### src/rtl/ervp_fwft_fifo_ctrl_if.sv
// Push/pop handshake and memory-cell port bundle for ervp_fwft_fifo_ctrl.
// The slave modport is the controller's view; master is the surrounding logic and cell.
interface ervp_fwft_fifo_ctrl_if #(
  parameter int unsigned WIDTH    = 32,
  parameter int unsigned BW_INDEX = 2,
  parameter int unsigned BW_COUNT = 3
);
  logic                flush;
  logic                wready;
  logic                wrequest;
  logic [WIDTH-1:0]    wdata;
  logic                rready;
  logic                rrequest;
  logic [WIDTH-1:0]    rdata;
  logic [BW_COUNT-1:0] count;
  logic [BW_INDEX-1:0] mem_windex;
  logic                mem_wenable;
  logic [WIDTH-1:0]    mem_wdata;
  logic [BW_INDEX-1:0] mem_rindex;
  logic                mem_renable;
  logic [WIDTH-1:0]    mem_rdata_synch;

  modport master (
    output flush, wrequest, wdata, rrequest, mem_rdata_synch,
    input  wready, rready, rdata, count,
    input  mem_windex, mem_wenable, mem_wdata, mem_rindex, mem_renable
  );

  modport slave (
    input  flush, wrequest, wdata, rrequest, mem_rdata_synch,
    output wready, rready, rdata, count,
    output mem_windex, mem_wenable, mem_wdata, mem_rindex, mem_renable
  );
endinterface

### src/rtl/ervp_fwft_fifo_ctrl.sv
// First-word-fall-through FIFO controller around a 1R1W cell with a registered read port.
// The cell's read register doubles as the FIFO output register; total capacity is DEPTH+1.
module ervp_fwft_fifo_ctrl #(
  parameter int unsigned DEPTH    = 4,
  parameter int unsigned WIDTH    = 32,
  parameter int unsigned BW_INDEX = $clog2(DEPTH),
  parameter int unsigned BW_COUNT = $clog2(DEPTH + 2)
) (
  input logic                  clk,
  input logic                  rst,
  ervp_fwft_fifo_ctrl_if.slave bus
);

  logic [BW_INDEX-1:0] wptr_q, wptr_d;
  logic [BW_INDEX-1:0] rptr_q, rptr_d;
  logic [BW_COUNT-1:0] mem_cnt_q, mem_cnt_d;
  logic                rvalid_q, rvalid_d;

  logic             wready;
  logic             push;
  logic             pop;
  logic             fetch;
  logic [WIDTH-1:0] wdata;

  assign wdata = bus.wdata;

  // wready depends on registered state only, so no rrequest->wready path.
  always_comb begin
    wready = (mem_cnt_q < BW_COUNT'(DEPTH));
    push   = bus.wrequest && wready && !bus.flush;
    pop    = bus.rrequest && rvalid_q && !bus.flush;
    // An empty memory with a push relies on the cell's same-index write forwarding.
    fetch  = !bus.flush && (!rvalid_q || pop) && ((mem_cnt_q != '0) || push);
  end

  always_comb begin
    wptr_d    = wptr_q;
    rptr_d    = rptr_q;
    mem_cnt_d = mem_cnt_q;
    rvalid_d  = rvalid_q;
    if (bus.flush) begin
      wptr_d    = '0;
      rptr_d    = '0;
      mem_cnt_d = '0;
      rvalid_d  = 1'b0;
    end else begin
      if (push) begin
        wptr_d = (wptr_q == BW_INDEX'(DEPTH - 1)) ? '0 : wptr_q + 1'b1;
      end
      if (fetch) begin
        rptr_d = (rptr_q == BW_INDEX'(DEPTH - 1)) ? '0 : rptr_q + 1'b1;
      end
      if (fetch) begin
        rvalid_d = 1'b1;
      end else if (pop) begin
        rvalid_d = 1'b0;
      end
      mem_cnt_d = mem_cnt_q + BW_COUNT'(push) - BW_COUNT'(fetch);
    end
  end

  always_ff @(posedge clk or posedge rst) begin
    if (rst) begin
      wptr_q    <= '0;
      rptr_q    <= '0;
      mem_cnt_q <= '0;
      rvalid_q  <= 1'b0;
    end else begin
      wptr_q    <= wptr_d;
      rptr_q    <= rptr_d;
      mem_cnt_q <= mem_cnt_d;
      rvalid_q  <= rvalid_d;
    end
  end

  always_comb begin
    bus.wready      = wready;
    bus.rready      = rvalid_q;
    bus.rdata       = bus.mem_rdata_synch;
    bus.count       = mem_cnt_q + BW_COUNT'(rvalid_q);
    bus.mem_windex  = wptr_q;
    bus.mem_wenable = push;
    bus.mem_wdata   = wdata;
    bus.mem_rindex  = rptr_q;
    bus.mem_renable = fetch;
  end

endmodule

### src/flat_wrapper.sv
// flat-port wrapper written by rule: the top's interface ports become plain ports
module ervp_fwft_fifo_ctrl_flat 
#(
  parameter int unsigned DEPTH    = 4,
  parameter int unsigned WIDTH    = 32,
  parameter int unsigned BW_INDEX = $clog2(DEPTH),
  parameter int unsigned BW_COUNT = $clog2(DEPTH + 2)
)
  (clk, rst, bus_flush, bus_wrequest, bus_wdata, bus_rrequest, bus_mem_rdata_synch, bus_wready, bus_rready, bus_rdata, bus_count, bus_mem_windex, bus_mem_wenable, bus_mem_wdata, bus_mem_rindex, bus_mem_renable);
  ervp_fwft_fifo_ctrl_if #(.WIDTH(WIDTH), .BW_INDEX(BW_INDEX), .BW_COUNT(BW_COUNT)) bus_i ();
  input logic clk;
  input logic rst;
  input wire logic [$bits(bus_i.flush)-1:0] bus_flush;
  input wire logic [$bits(bus_i.wrequest)-1:0] bus_wrequest;
  input wire logic [$bits(bus_i.wdata)-1:0] bus_wdata;
  input wire logic [$bits(bus_i.rrequest)-1:0] bus_rrequest;
  input wire logic [$bits(bus_i.mem_rdata_synch)-1:0] bus_mem_rdata_synch;
  output wire logic [$bits(bus_i.wready)-1:0] bus_wready;
  output wire logic [$bits(bus_i.rready)-1:0] bus_rready;
  output wire logic [$bits(bus_i.rdata)-1:0] bus_rdata;
  output wire logic [$bits(bus_i.count)-1:0] bus_count;
  output wire logic [$bits(bus_i.mem_windex)-1:0] bus_mem_windex;
  output wire logic [$bits(bus_i.mem_wenable)-1:0] bus_mem_wenable;
  output wire logic [$bits(bus_i.mem_wdata)-1:0] bus_mem_wdata;
  output wire logic [$bits(bus_i.mem_rindex)-1:0] bus_mem_rindex;
  output wire logic [$bits(bus_i.mem_renable)-1:0] bus_mem_renable;
  assign bus_i.flush = bus_flush;
  assign bus_i.wrequest = bus_wrequest;
  assign bus_i.wdata = bus_wdata;
  assign bus_i.rrequest = bus_rrequest;
  assign bus_i.mem_rdata_synch = bus_mem_rdata_synch;
  assign bus_wready = bus_i.wready;
  assign bus_rready = bus_i.rready;
  assign bus_rdata = bus_i.rdata;
  assign bus_count = bus_i.count;
  assign bus_mem_windex = bus_i.mem_windex;
  assign bus_mem_wenable = bus_i.mem_wenable;
  assign bus_mem_wdata = bus_i.mem_wdata;
  assign bus_mem_rindex = bus_i.mem_rindex;
  assign bus_mem_renable = bus_i.mem_renable;
  ervp_fwft_fifo_ctrl #(.DEPTH(DEPTH), .WIDTH(WIDTH), .BW_INDEX(BW_INDEX), .BW_COUNT(BW_COUNT)) u_core (.clk(clk), .rst(rst), .bus(bus_i));
endmodule
### config.mk
export PLATFORM = sky130hd
export DESIGN_NAME = ervp_fwft_fifo_ctrl_flat
export DESIGN_NICKNAME = d
export VERILOG_FILES = /design/src/rtl/ervp_fwft_fifo_ctrl_if.sv /design/src/rtl/ervp_fwft_fifo_ctrl.sv /design/src/flat_wrapper.sv
export SDC_FILE = /design/constraint.sdc
export NUM_CORES = 1
export LEC_CHECK = 0
export CORE_MARGIN = 4
export CORE_UTILIZATION = 27
export CTS_CLUSTER_SIZE = 30
export DETAILED_ROUTE_END_ITERATION = 10
export DONT_BUFFER_PORTS = 1
export GPL_ROUTABILITY_DRIVEN = 0
export GPL_TIMING_DRIVEN = 0
export SYNTH_ARGS = -nofsm -noshare
export SYNTH_HDL_FRONTEND = slang
export SYNTH_SLANG_ARGS = --single-unit
### constraint.sdc
create_clock -name clk -period 3.85 [get_ports clk]
set_input_delay 0.385 -clock clk [delete_from_list [all_inputs] [get_ports clk]]
set_output_delay 0.385 -clock clk [all_outputs]
set_load 0.1 [all_outputs]
## After elaboration in Yosys (flattened, before gate mapping)

Index checks and enable logic that the tools add are counted.

| word-level totals | value |
|---|---|
| register bits | 8 |
| latch bits | 0 |
| bits in writable memories | 0 |
| memory bits (read-only) | 0 |
| input bits | 69 |
| output and inout bits | 75 |
| word-level logic and storage cells | 36 |
| memories | 0 |

| cells by class | value |
|---|---|
| add/sub/neg operators | 5 |
| multipliers | 0 |
| div/mod/pow operators | 0 |
| order comparisons | 1 |
| eq/ne operators | 2 |
| shift operators | 0 |
| mux-type cells | 10 |
| bitwise logic cells | 0 |
| reductions and logical operators | 14 |

Operator list:

| cell | count |
|---|---|
| $mux 2 | 6 |
| $add 3x1->3 | 2 |
| $logic_and 1x1->1 | 6 |
| $reduce_bool 3->1 | 2 |
| $add 2x1->2 const B | 2 |
| $eq 2x2->1 const B | 2 |
| $reduce_bool 2->1 | 2 |
| $lt 3x3->1 const B | 1 |
| $mux 1 | 3 |
| $mux 3 | 1 |
| $sub 3x1->3 | 1 |
| $logic_not 1->1 | 2 |
| $logic_or 1x1->1 | 2 |

## Logic depth before layout (Yosys ltp)

Gate-level depths: netlist (run 1).

| depth | value |
|---|---|
| word-level depth | 7 |
| gate-level depth with buffers | 10 |
| depth with buffers taken out | 10 |

## Least setup slack after synthesis (run 1)

No wires, ideal clock.

| path | value |
|---|---|
| path kind | register -> register |
| start | reg u_core.rvalid_q (netlist: u_core.bus.rready) |
| end | reg u_core.mem_cnt_q[2] |
| library setup time | 0.131 ns |
| arrival | 4.594 ns |
| path slack | -0.875 ns |
| cell stages (with the launch flop) | 11 |
| clock period less this slack | 4.725 ns |
| path through | dfrtp_1 -> nor2b_1 -> nor3_1 -> ha_1 -> inv_1 -> ha_1 -> inv_1 -> fa_1 -> xnor2_1 -> xnor2_1 -> nor2_1 |

| on the way | value |
|---|---|
| word-level cells in the longest chain between the ends | 7 |

Ends and longest elaborated chain:

| what | line | RTL |
|---|---|---|
| start: declaration | ervp_fwft_fifo_ctrl.sv:17 | `logic rvalid_q, rvalid_d;` |
| start signal: assignment | ervp_fwft_fifo_ctrl.sv:72 | `rvalid_q <= rvalid_d;` |
| $logic_and 1x1->1 (2 in series) | ervp_fwft_fifo_ctrl.sv:31 | `pop = bus.rrequest && rvalid_q && !bus.flush;` |
| $logic_or 1x1->1 * | ervp_fwft_fifo_ctrl.sv:33 | `fetch = !bus.flush && (!rvalid_q \|\| pop) && ((mem_cnt_q != '0) \|\| push);` |
| $logic_and 1x1->1 * (2 in series) | ervp_fwft_fifo_ctrl.sv:33 |  |
| net bus_mem_renable | flat_wrapper.sv:26 | `output wire logic [$bits(bus_i.mem_renable)-1:0] bus_mem_renable;` |
| $sub 3x1->3 * | ervp_fwft_fifo_ctrl.sv:58 | `mem_cnt_d = mem_cnt_q + BW_COUNT'(push) - BW_COUNT'(fetch);` |
| $mux 3 * | ervp_fwft_fifo_ctrl.sv:41 | `if (bus.flush) begin` |
| net u_core.mem_cnt_d[2] | ervp_fwft_fifo_ctrl.sv:16 | `logic [BW_COUNT-1:0] mem_cnt_q, mem_cnt_d;` |
| end signal: assignment | ervp_fwft_fifo_ctrl.sv:71 | `mem_cnt_q <= mem_cnt_d;` |
| end: declaration | ervp_fwft_fifo_ctrl.sv:16 |  |

Mark *: on every way through the listed nets, which the timed path passes. The rest lies on a longest branch.
A chain may end at the register's enable or synchronous reset.

## Worst setup path after layout (run 1)

Same ends and word-level chain as after synthesis.

==> run metrics, run 1 <==
run status=completed; Syn Nets=184; Final Skew=3.337 ps; die width=67.11 microns; DRT iter0 DRCs=10; die height=67.11 microns; Yosys cell types=20; R2R Path End=u_core.mem_cnt_q[2]; Worst setup SP type=flop; final wirelength=2185 microns; Rows=21; CTS tree=built; Hold WS=417.8 ps; first-pass GRT wire length=2442 microns; Routed WL per cell=13.57 microns; drt drc=0; crit-path cells=nor2b_1 > nor3_4 > buf_16 > buf_1 > ha_1 > inv_1 > ha_1 > inv_1 > fa_1 > xnor2_1 > xnor2_1 > nor2_1; # fillers=344; clock slew at reported path FFs=60 ps; diode count=0; Synth top area share=50.93%; peak supply drop=246.7 uV; IO Pins=144; RSZ-0062 raised after global routing=false; area delta synth->final=14.85%; mean area per synthesized cell=8.655 sq um; Final Max Tran Viols=0; CP Capture Point=u_core.mem_cnt_q[2]; max frequency=306.4 MHz; Via density=4.143; Clock Path Buffers=2; GRT Residual Overflow=0; postcts setup bufs=0; crit path buf inv count=4; total CTS buffers=3; H-tree Lvls=1; Worst path depth=12; layout cells sized above 1=62.61%; Worst Hold Class=in -> reg; Reg-to-Reg Start=u_core.bus.rready; Worst Path Required=3980 ps; Slew HR=21.44%; Tmin final=3264 ps; Final Hold Viols=0; pwr dens=912.8 nW/um^2; initial antenna violation count=0; Pwr Total=0.9890 mW; crit-path max FO=6; Core ar.=3363 sq um; leading post-synthesis cells by cell area=buf_4 51%, dfrtp_1 21%, ha_1 6.6%; largest net degree at the start of global routing=11; Layout Utilization=32.22%; R2R Setup Slk=590 ps; P_leak=0.5880 nW; post-synthesis cell count=109; FF-to-FF path depth=12; gr usage total=7.588%; critical path's largest stage delay=960 ps; area leader, netlist=buf_4; DIE AREA=4504 sq um; sequential share of the synthesized area=21.22%; CP endpoint kind=flop; kind of cell adding the most delay to the critical path=flip-flops; post-route clock period utilization=84.77%; PortBufs=0; initial core utilization=28.05%; Critical path origin=u_core.bus.rready; Hold Path Cell Cnt=3; drt pass-1 iters=3; fin nets=192; Setup TNS=0 ps; actual slew at the worst max-slew pin=1177 ps; netlist area before placement=943.4 sq um; max_cap viols=0; synthesized flop and latch total=8; Synth warnings=0; CP Class=reg -> reg; Finish-stage setup viols=0; vias in the first global route=539; slowest CP cell=dfrtp_1; clk sink count=8; Clock Latency Late Sink=260 ps; Final HPWL DP=1970 microns; Root Buffer=clkbuf_4; most frequent cells in the layout=64 x buf_4, 8 x dfrtp_1, 6 x nor2_1, 6 x inv_1, 5 x ha_1; Arr. time, crit path=3390 ps; via count=667; Final ANT Viol Nets=0; most common cell after layout, fill and taps aside=buf_4
cells in the mapped netlist:
cell,number
buf_4,64
or3_1,1
o21ai_0,1
or4_1,1
a21oi_1,2
nor4_2,1
or2_2,1
fa_1,1
nor2_1,6
xnor2_1,2
o31ai_1,1
nor2b_1,3
nor3_1,1
nand2b_1,1
clkbuf_1,1
dfrtp_1,8
ha_1,5
inv_1,6
xor2_1,1
mux2i_1,2
worst reg2reg max path, delay by kind of cell (launching register included):
kind / cells / cell delay (ps)
xor gates and xnor gates: 2 / 320
adders and majority gates: 3 / 780
buffers and inverters: 4 / 430
and+or+nand+nor: 3 / 650
DFF: 1 / 960
sequential cells by signal, summed over array words and instances (netlist names):
name	flops
u_core.bus.mem_windex	2
u_core.bus.mem_rindex	2
u_core.bus.rready	1
u_core.mem_cnt_q	3
worst min-delay path by stage:
stage	slack (ps)	startpoint	to
6_report	420	bus_rrequest	u_core.bus.rready
3_5_place_dp	260	rst	u_core.bus.mem_windex[1]
4_1_cts	410	bus_rrequest	u_core.bus.rready
3_3_place_gp	240	rst	u_core.bus.mem_windex[1]
2_1_floorplan	200	rst	u_core.bus.mem_rindex[0]
5_1_grt	420	bus_wrequest	u_core.bus.rready
routing by layer:
metal  global-route usage (%)  share of wire [%]
met4                    4.557               0.78
met2                    14.48                 53
met3                    3.710                 20
met5                        0                  0
met1                    6.061                 26
kinds of logic (layout without fill, tap and decap cells):
kind of cell / count (synthesis) / after routing / synth area share, %
muxes: 2 / 2 / 2.122
DFF: 8 / 8 / 21.22
xor gates and xnor gates: 3 / 3 / 2.786
and+or+nand+nor: 15 / 15 / 9.019
AOI/OAI and AO/OA: 4 / 4 / 2.387
buffers and inverters: 71 / 77 / 53.71
adders and majority gates: 6 / 6 / 8.753
metrics by stage:
step           instance area [sq um]  worst slack [ps]  cells
6_report                        1084             586.3    161
5_1_grt                         1084             391.4    161
4_1_cts                         1084             581.4    161
3_5_place_dp                    1051             605.8    157
3_3_place_gp                    1006            -40.21    155
2_1_floorplan                  948.4             105.7    109
repair_timing:
| action | 4_1_cts | 5_1_grt |
|---|---|---|
| endpoints found under the hold margin | 8 | 0 |
| resized for setup | 0 | 0 |
| setup endpoints to repair | 0 | 0 |
| hold buffers | 1 | 0 |
layout make-up:
cell class / count / area (sq um) / share of cell area (%)
well taps: 46 / 57.56 / 5.312
clock buffers: 3 / 22.52 / 2.079
flip-flops and latches: 8 / 200.2 / 18.48
plain buffers: 65 / 484.2 / 44.69
repair buffers: 3 / 41.29 / 3.811
inverters: 6 / 22.52 / 2.079
multi-input cells: 30 / 255.2 / 23.56
power breakdown:
group	switching (mW)	internal [mW]
clock network	0.0318	0.0359
registers	0.126	0.108
logic	0.550	0.138
total	0.707	0.282
Note: power is estimated with default switching activity, not from simulation.
==> inputs of run 2 (changes only) <==
==> constraint.sdc (replaced) <==
create_clock -name clk -period 3.2 [get_ports clk]
set_input_delay 0.32 -clock clk [delete_from_list [all_inputs] [get_ports clk]]
set_output_delay 0.32 -clock clk [all_outputs]
set_load 0.1 [all_outputs]
==> run metrics, run 2 (same netlist as run 1, synthesis figures left out) <==
initial core utilization=28.05%; R2R Setup Slk=90 ps; Pwr Total=1.195 mW; gr usage total=7.242%; clk sink count=8; DIE AREA=4504 sq um; Routed WL per cell=13.37 microns; GRT Residual Overflow=0; actual slew at the worst max-slew pin=1160 ps; Core ar.=3363 sq um; Worst Hold Class=in -> reg; CTS tree=built; PortBufs=0; hold wc startpoint=bus_wrequest; run status=completed; CP endpoint kind=flop; peak supply drop=247.5 uV; Clock Latency Late Sink=260 ps; RSZ-0062 raised after global routing=true; total CTS buffers=3; CP Class=reg -> reg; Psw=0.8491 mW; share of total power in sequential cells=24.0%; R2R Path End=u_core.mem_cnt_q[2]; Hold EP=u_core.bus.rready; P_leak=0.5872 nW; post-route clock period utilization=97.28%; die height=67.11 microns; vias in the first global route=580; initial antenna violation count=1; IO Pins=144; Final ANT Viol Nets=0; Finish-stage setup viols=0; Rows=21; Layout Utilization=32.33%; drt drc=0; Final Hold Viols=0; max_cap viols=0; Hold Path Cell Cnt=3; clock slew at reported path FFs=60 ps; Final Max Tran Viols=0; Reg-to-Reg Start=u_core.bus.rready; Largest register FFs=3; die width=67.11 microns; area delta synth->final=15.25%; largest net degree at the start of global routing=11; via count=673; Final Skew=10.18 ps; FF-to-FF path depth=10; sw frac=71.06%; multi-input combinational cell area=272.8 sq um; layout cells sized above 1=66.09%; Critical path origin=u_core.bus.rready; Via density=4.154; drt pass-1 iters=4; Tmin final=3113 ps; Worst Path Required=3310 ps; most common cell after layout, fill and taps aside=buf_4; H-tree Lvls=1; Root Buffer=clkbuf_4; Comb power frac=69.1%; Slew HR=22.58%; # fillers=362; final wirelength=2166 microns; fin nets=191; crit-path max FO=3; Largest Register=u_core.mem_cnt_q; Clock Path Buffers=2; DRT iter0 DRCs=7; Worst setup SP type=flop; clock share of power=7.0%; most frequent cells in the layout=65 x buf_4, 7 x dfrtp_1, 6 x nor2_1, 6 x inv_1, 5 x ha_1; Register Area=203.9 sq um; first-pass GRT wire length=2435 microns; Int Pwr=0.3458 mW; pwr dens=1099 nW/um^2; Arr. time, crit path=3230 ps; max frequency=321.2 MHz
==> run 2: what timing repair did <==
action / 4_1_cts / 5_1_grt
setup buffers: 0 / 1
pin swaps: 2 / 2
hold buffers: 1 / 0
hold endpoints to repair: 8 / 0
gates cloned: 0 / 0
endpoints found under the setup margin: 1 / 1
resized for setup: 3 / 2
==> run 2: how the worst max path moves through the flow <==
| stage | end | slack (ps) | cells after the start |
|---|---|---|---|
| floorplan | u_core.mem_cnt_q[2] | 70 | 10 |
| finish | u_core.mem_cnt_q[2] | 90 | 10 |
| CTS | u_core.mem_cnt_q[2] | 40 | 10 |
| global placement | u_core.mem_cnt_q[2] | -50 | 10 |
| global route | u_core.mem_cnt_q[2] | -50 | 10 |
| detailed placement | u_core.mem_cnt_q[2] | -80 | 10 |
==> run 2: cell type report <==
class	count	share of cell area, %
Inverter	6	2.071
Antenna cell	1	0.2302
Buffer	65	44.53
Sequential cell	8	18.76
Multi-Input combinational cell	30	25.09
Clock buffer	4	2.417
Timing Repair Buffer	2	1.611
Tap cell	46	5.293
==> run 2: critical path: stages (launching register included) <==
cell and delay (ps):
dfrtp_4 620, nor2b_4 190, nor3_4 850, ha_1 370, inv_1 60, ha_1 130, inv_1 50, fa_2 340
xnor2_2 140, xnor2_1 140, nor2_1 60
==> run 2: power groups by stage <==
stage          logic [mW]  clock network, mW  registers [mW]
2_1_floorplan       0.771                  0           0.272
5_1_grt             0.865             0.0958           0.293
3_3_place_gp        0.799                  0           0.282
4_1_cts             0.813             0.0882           0.285
3_5_place_dp        0.807                  0           0.285
6_report            0.825             0.0834           0.286
==> run 2: metal layers <==
| metal | track usage, % | up-vias | share of wire, % |
|---|---|---|---|
| met4 | 4.051 | 0 | 1.0 |
| met3 | 3.204 | 2 | 22 |
| met5 | 0 | - | 0 |
| li1 | - | 287 | - |
| met1 | 6.067 | 293 | 25 |
| met2 | 13.87 | 91 | 52 |
==> run 2: metrics by stage <==
stage / setup slack [ps] / hold slack [ps] / TNS [ps] / instances / area, sq um
after floorplan: 66.02 / 135.6 / 0 / 109 / 955.9
after global placement: -54.29 / 166.1 / -54.29 / 155 / 1013
after detailed placement: -80.93 / 174.2 / -80.93 / 155 / 1021
after CTS: 42.64 / 267.9 / 0 / 160 / 1067
after global routing: -48.68 / 383.8 / -48.68 / 162 / 1087
final: 86.98 / 352.6 / 0 / 162 / 1087
